--- config.mk ---
export PLATFORM = sky130hd
export DESIGN_NAME = ldm_stm_sequencer
export DESIGN_NICKNAME = d
export VERILOG_FILES = /design/src/rtl/ldm_stm_sequencer.sv
export SDC_FILE = /design/constraint.sdc
export NUM_CORES = 1
export LEC_CHECK = 0
export ABC_AREA = 1
export CAP_MARGIN = 10
export CORE_MARGIN = 2
export CORE_UTILIZATION = 48
export DETAILED_ROUTE_END_ITERATION = 10
export GPL_TIMING_DRIVEN = 0
export PLACE_DENSITY = 0.75
export RECOVER_POWER = 50
export SETUP_SLACK_MARGIN = 0.02
export SKIP_LAST_GASP = 1
export SLEW_MARGIN = 15
export SYNTH_ARGS = -nofsm -noshare
export SYNTH_HDL_FRONTEND = slang
export SYNTH_SLANG_ARGS = --single-unit
--- constraint.sdc ---
create_clock -name CLK -period 2.1 [get_ports CLK]
set_input_delay 0.42 -clock CLK [delete_from_list [all_inputs] [get_ports CLK]]
set_output_delay 0.42 -clock CLK [all_outputs]
set_load 0.01 [all_outputs]
--- src/rtl/ldm_stm_sequencer.sv ---
// rtl/ldm_stm_sequencer.sv - LDM/STM block-transfer sequencer
// Purpose: walks a 16-bit register list lowest-first and runs one memory
//   handshake per listed register. LDM writes the loaded words into the
//   register file and STM stores register values to memory. The updated base
//   address is reported on completion.
// Ports:
//   CLK, CLR           clock and asynchronous active-low clear
//   start, load, pre,  transfer request and operands, latched when start is
//   up, reg_list, base   seen in IDLE
//   rf_raddr/rf_rdata  register file read port (STM source)
//   rf_waddr/rf_wdata  register file write port (LDM destination), rf_RW=0 writes
//   mem_req/mem_we/mem_addr/mem_wdata/mem_rdata/mem_ack  memory handshake
//   busy, done, abort  status; wb_value is the updated base
module ldm_stm_sequencer #(
  parameter int TIMEOUT = 255
) (
  input  logic        CLK,
  input  logic        CLR,
  input  logic        start,
  input  logic        load,
  input  logic        pre,
  input  logic        up,
  input  logic [15:0] reg_list,
  input  logic [31:0] base,
  input  logic [31:0] rf_rdata,
  output logic [3:0]  rf_raddr,
  output logic [3:0]  rf_waddr,
  output logic [31:0] rf_wdata,
  output logic        rf_RW,
  output logic        mem_req,
  output logic        mem_we,
  output logic [31:0] mem_addr,
  output logic [31:0] mem_wdata,
  input  logic [31:0] mem_rdata,
  input  logic        mem_ack,
  output logic        busy,
  output logic        done,
  output logic        abort,
  output logic [31:0] wb_value
);

  typedef enum logic [1:0] {IDLE, XFER, LOAD_WB, DONE} state_t;

  state_t      state;
  logic [15:0] remList;
  logic [31:0] addr;
  logic [31:0] wbPending;
  logic [31:0] wbReg;
  logic [31:0] loadData;
  logic [7:0]  waitCnt;
  logic        weReg;
  logic        reqReg;
  logic        rwReg;
  logic        abortReg;
  logic [3:0]  waddrReg;

  logic [3:0]  cur;
  logic [4:0]  regCount;
  logic [31:0] listBytes;
  logic [31:0] startAddr;
  logic [31:0] wbCalc;
  logic [15:0] nextList;

  // Lowest set bit of the remaining list; scanning downward lets the lowest win.
  always_comb begin
    cur = 4'd0;
    for (int i = 15; i >= 0; i--) begin
      if (remList[i]) cur = 4'(i);
    end
  end

  always_comb begin
    regCount = 5'd0;
    for (int i = 0; i < 16; i++) begin
      regCount = regCount + {4'd0, reg_list[i]};
    end
  end

  assign listBytes = {25'd0, regCount, 2'b00};

  // Lowest register always lands on the lowest address of the block.
  always_comb begin
    case ({pre, up})
      2'b01:   startAddr = base;
      2'b11:   startAddr = base + 32'd4;
      2'b00:   startAddr = base - listBytes + 32'd4;
      default: startAddr = base - listBytes;
    endcase
  end

  assign wbCalc   = up ? (base + listBytes) : (base - listBytes);
  // Clears the lowest set bit, i.e. retires register cur.
  assign nextList = remList & (remList - 16'd1);

  always_ff @(posedge CLK or negedge CLR) begin
    if (!CLR) begin
      state     <= IDLE;
      remList   <= 16'd0;
      addr      <= 32'd0;
      wbPending <= 32'd0;
      wbReg     <= 32'd0;
      loadData  <= 32'd0;
      waitCnt   <= 8'd0;
      weReg     <= 1'b0;
      reqReg    <= 1'b0;
      rwReg     <= 1'b1;
      abortReg  <= 1'b0;
      waddrReg  <= 4'd0;
    end else begin
      abortReg <= 1'b0;
      case (state)
        IDLE: begin
          if (start) begin
            weReg     <= ~load;
            remList   <= reg_list;
            addr      <= {startAddr[31:2], 2'b00};
            wbPending <= wbCalc;
            waitCnt   <= 8'd0;
            if (regCount == 5'd0) begin
              wbReg <= wbCalc;
              state <= DONE;
            end else begin
              reqReg <= 1'b1;
              state  <= XFER;
            end
          end
        end
        XFER: begin
          if (!reqReg) begin
            // Idle gap between consecutive stores; request again next cycle.
            reqReg <= 1'b1;
          end else if (mem_ack) begin
            reqReg  <= 1'b0;
            waitCnt <= 8'd0;
            if (!weReg) begin
              loadData <= mem_rdata;
              waddrReg <= cur;
              rwReg    <= 1'b0;
              state    <= LOAD_WB;
            end else begin
              remList <= nextList;
              addr    <= addr + 32'd4;
              if (nextList == 16'd0) begin
                wbReg <= wbPending;
                state <= DONE;
              end
            end
          end else if (waitCnt == 8'(TIMEOUT - 1)) begin
            reqReg   <= 1'b0;
            abortReg <= 1'b1;
            state    <= IDLE;
          end else begin
            waitCnt <= waitCnt + 8'd1;
          end
        end
        LOAD_WB: begin
          rwReg   <= 1'b1;
          remList <= nextList;
          addr    <= addr + 32'd4;
          if (nextList == 16'd0) begin
            wbReg <= wbPending;
            state <= DONE;
          end else begin
            reqReg <= 1'b1;
            state  <= XFER;
          end
        end
        DONE:    state <= IDLE;
        default: state <= IDLE;
      endcase
    end
  end

  assign rf_raddr  = cur;
  assign rf_waddr  = waddrReg;
  assign rf_wdata  = loadData;
  assign rf_RW     = rwReg;
  assign mem_req   = reqReg;
  assign mem_we    = weReg;
  assign mem_addr  = addr;
  assign mem_wdata = rf_rdata;
  assign busy      = (state != IDLE);
  assign done      = (state == DONE);
  assign abort     = abortReg;
  assign wb_value  = wbReg;

endmodule

======== Yosys cells after proc, flatten, opt, wreduce, memory -nomap -nowiden ========
Index checks and enable logic that the tools add are counted.
storage, ports and cells
  register bits ........................... 162
  bits of input ports ..................... 119
  output and inout port bits .............. 142
  word-level logic and storage cells ...... 134
cells by class
  $add $sub $neg .......................... 22
  equality and inequality tests ........... 17
  mux-type cells .......................... 64
  bitwise logic cells ..................... 3
  reduce and logical (&&, ||, !) cells .... 16
operator list
  operator               count
  $mux 32                11
  $pmux 32 s3            3
  $add 32x3->32 const B  3
  $mux 16                4
  $mux 4                 16
  $add 5x1->5            11
  $pmux 16 s3            1
  $add 32x7->32          1
  $mux 8                 4
  $sub 32x7->32          1
  $reduce_and 4->1       5
  $and 16x16->16         1
  $logic_not 16->1       1
  $mux 2                 8
  $ne 2x2->1 const B     8
  $pmux 8 s2             1
  $sub 16x1->16 const B  1
  $mux 1                 13
  $add 8x1->8 const B    1
  $eq 8x8->1 const B     1
  $pmux 2 s4             1
  $eq 2x2->1 const B     3
  $ne 3x3->1 const B     2
  $reduce_and 6->1       1
  15 further kinds       20

======== Depth between registers and ports, before layout ========
  word-level depth ........................ 20
  depth in mapped cells ................... 34
  depth with buffers taken out ............ 34

======== Worst setup path after synthesis ========
No wires, ideal clock.
  kind .................................... in2reg
  from .................................... input port reg_list[0]
  to ...................................... register addr[26], in the netlist mem_addr[26]
  setup time .............................. 0.122 ns
  data arrival time ....................... 5.218 ns
  required time ........................... 1.978 ns
  slack ................................... -3.241 ns
  stages .................................. 26
  path buffers ............................ 0
  path through ............................ inv_1 -> fa_1 -> fa_1 -> fa_1 -> fa_1 -> inv_1 -> ha_1 -> inv_1 -> fa_1 -> fa_1 -> nand2_1 -> o21ai_0 -> ha_1 -> inv_1 -> nor2_2 -> nand3_1 -> nor2_2 -> nand3_2 -> nor2_2 -> nand3_1 -> nor2_2 -> nand3_1 -> nand3_1 -> nand2_1 -> nand2_1 -> a21oi_1
on the way
  longest elaborated chain between the ends .. 20
ends and longest elaborated chain
  element                       RTL line  source
  start: declaration            23        input logic [15:0] reg_list,
  $add 1x1->2 *                 75        regCount = regCount + {4'd0, reg_list[i]};
  $add 2x1->3 *                 75
  $add 3x1->4 *                 75
  $add 4x1->5 *                 75
  $add 5x1->5 * (11 in series)  75
  $sub 32x7->32 *               86, 87
  $add 32x3->32                 86        2'b00: startAddr = base - listBytes + 32'd4;
  $pmux 32 s3 *                 83        case ({pre, up})
  $mux 32 *                     113       if (start) begin
  $pmux 32 s3 *                 111       case (state)
  end signal: assignment        116       addr <= {startAddr[31:2], 2'b00};
  end signal: assignment        142       addr <= addr + 32'd4;
  end signal: assignment        159       addr <= addr + 32'd4;
  end: declaration              46        logic [31:0] addr;
Mark *: on every way between the ends. The rest lies on a longest branch, timed or not. The select of a mux whose other input is x is not followed.
A chain may end at the register's enable or synchronous reset.

======== Final worst setup path ========
  from .................................... input port reg_list[1]
  to ...................................... register addr[14], in the netlist mem_addr[14]
Same word-level chain as after synthesis.

==> summary.txt <==
input/output buffers -> 215
initial antenna violation count -> 0
largest net degree at the start of global routing -> 86
Synth Warn # -> 0
most numerous cell in the Yosys netlist -> nand2_1
worst-case clock skew -> 15.43 ps
area of the multi-input gates -> 9706 µm²
worst-skew pair later-pin latency -> 440 ps
WP data arrival -> 6050 ps
starting density of the core -> 0.4877
drt wl/cell -> 21.15 µm
Logic pwr share -> 0.693
Syn-to-layout area delta -> 50.19%
# fillers -> 2036
Die ar. -> 28730 µm²
Cells after Synth -> 2000
final wirelength -> 57470 µm
asr flop ratio synth -> 1.000
drt drc -> 0
area share of the largest cell type after synthesis -> 0.3027
worst-margin pin slew -> 1160 ps
Clock Pin Slew Worst Setup and Hold Paths -> 70 ps
Flop pwr share -> 0.196
final setup vio count -> 102
chip height -> 169.5 µm
Leak -> 8.917 nW
first-pass GRT wire length -> 80090 µm
Setup crit start kind -> primary input
Final GP Congestion -> 1.011
drt first pass iters -> 8
EDFF count, synth -> 0
#FFs+latches synth -> 160
Reg area -> 4006 µm²
switch share -> 0.4974
Seq/Total Area, Yosys -> 0.3047
Worst slew margin -> 0.2267
status -> complete, but fails checks
clock network power share -> 0.112
Cell Area, Synth -> 13150 µm²
Slew Viols, Final -> 0
# rows -> 60
Setup crit start -> reg_list[1]
setup tns final -> -291640 ps
Die W -> 169.5 µm
NumNets Final -> 2520
Clock Tree Buf Depth -> 2
worst hold slack -> 234.4 ps
# IOs -> 261
Core Box Area -> 26950 µm²
# clock sinks -> 160
Root Buffer -> clkbuf_16
Worst Path Required -> 2460 ps
CTS tree -> done
fin crit period -> 5688 ps
maximum vdd drop -> 0.001002 V
final worst path period share -> 2.708
endpoint class of the critical path -> register
Reg-to-Reg Start -> state[0]$_DFFE_PN0P_
failing checks -> negative setup slack
f_max -> 175.8 MHz
worst hold-check path type -> in -> async
Slowest-stage cell, CP -> fa_1
Vias/cell -> 6.045
DP Area -> 16020 µm²
Crit Path Class -> in -> reg
Top FF cell, synth -> dfrtp_1
Yosys top cell by area -> dfrtp_1
vias in the first global route -> 14740
library cells used by synthesis -> 60
via count -> 16420
most frequent cells after synthesis -> nand2_1 (580), inv_1 (197), nor2_1 (181), dfrtp_1 (159), nand3_1 (143)
CP max stage delay -> 570 ps
Remaining Overflow, GRT -> 0
HPWL Detailed -> 39370 µm
switching pwr -> 14.77 mW
pwr/cell area -> 1504 nW/µm²
max-cap violation count -> 0
GRT Total Usage -> 0.3585
share of layout cells above drive strength 1 -> 0.3120
H-tree depth -> 4
total CTS buffers -> 17
ANT nets after route -> 0
critical-path maximum fanout -> 4
final count of hold timing violations -> 0
Final WS setup -> -3588 ps
synth top area cells -> dfrtp_1 (30%), nand2_1 (17%), inv_1 (5.6%)
Avg Cell Area, Syn -> 6.573 µm²
unrepaired setup endpoints after global routing -> true
Internal -> 14.93 mW
initial DRC count -> 2566
design area -> 19740 µm²
## cell families (layout without fill, tap and decap cells)
family	count (synthesis)	after routing	synth area share
XOR/XNOR	21	21	0.01399
other	1	3	0.0002853
adder cells (fa/ha/maj)	39	39	0.04397
AND/OR/NAND/NOR	1084	1084	0.3679
AO/OA/AOI/OAI	367	367	0.1542
flip-flops	160	160	0.3047
buffers and inverters	328	702	0.1150
## worst paths after layout
kind                                       endpoint  slack, ps  cells after the start
min                        rf_wdata[22]$_DFFE_PN0P_        230                      1
min in group CLK             remList[1]$_DFFE_PN0P_        240                      3
min reg2reg                       rf_RW$_DFFE_PN1P_        470                      2
max reg2reg                mem_addr[15]$_DFFE_PN0P_       -980                      7
max in group asynchronous    remList[0]$_DFFE_PN0P_        530                      2
max                        mem_addr[14]$_DFFE_PN0P_      -3590                     32
## worst max-delay path: cells and delay by family
| kind | cells | cell delay, ps |
|---|---|---|
| adders and majority gates | 7 | 2900 |
| AOI/OAI and AO/OA | 3 | 680 |
| and+or+nand+nor | 14 | 1390 |
| buffers and inverters | 8 | 670 |
## what timing repair did
item / 4_1_cts / 5_1_grt
gates cloned: 0 / 1
resized for setup: 310 / 367
hold buffers: 0 / 0
setup endpoints to repair: 157 / 163
buffers inserted: 66 / 67
pin swaps: 145 / 193
## area by class of cell
type	count	share of cell area
flip-flops and latches	160	0.2029
repair buffers	344	0.1683
plain buffers	114	0.04094
inverters	212	0.04291
well taps	341	0.02161
clock buffers	18	0.02174
multi-input cells	1513	0.4916
clock inverters	14	0.009887
diodes	1	0.0001268
## cell usage in the layout, fill, tap and decap left out, drive strengths merged, types with 67 or more instances in the layout
cell           Yosys  final
clkbuf            59     67
o21ai            163    163
buf               54    204
nand2            614    614
nand3            154    154
a21oi            134    134
dfrtp            159    159
inv              206    215
nor2             223    223
clkdlybuf4s50      0    181
## per-layer routing
metal  global-route usage  wire, µm
met1               0.4497     20620
met2               0.5863     25980
met3              0.07043      6579
met4               0.1891      4289
met5                    0         0
## per-stage QoR
step,utilization,std cells,setup WS (ps),total power [mW]
after global placement,0.5931,2557,-5974,20.32
after CTS,0.6738,2655,-3347,26.14
after detailed placement,0.5945,2558,-4962,20.65
final,0.7325,2717,-3588,29.70
after global routing,0.7325,2716,-3701,31.21
after floorplan,-,2001,-3144,14.74
## registers in the layout, summed over array words and instances (netlist names), 2 cells and up
signal     flops
rf_wdata      32
wbPending     32
wb_value      32
mem_addr      30
remList       16
waitCnt        8
rf_waddr       4
state          2
## power by group through the flow
stage	sequential [mW]	clock (mW)	combinational, mW
after detailed placement	5.76	0	14.9
after CTS	5.72	3.33	17.1
after floorplan	5.90	0	8.84
final	5.81	3.33	20.6
after global routing	5.95	3.47	21.8
after global placement	5.71	0	14.6
No activity file was read; power rests on OpenSTA's default activity.
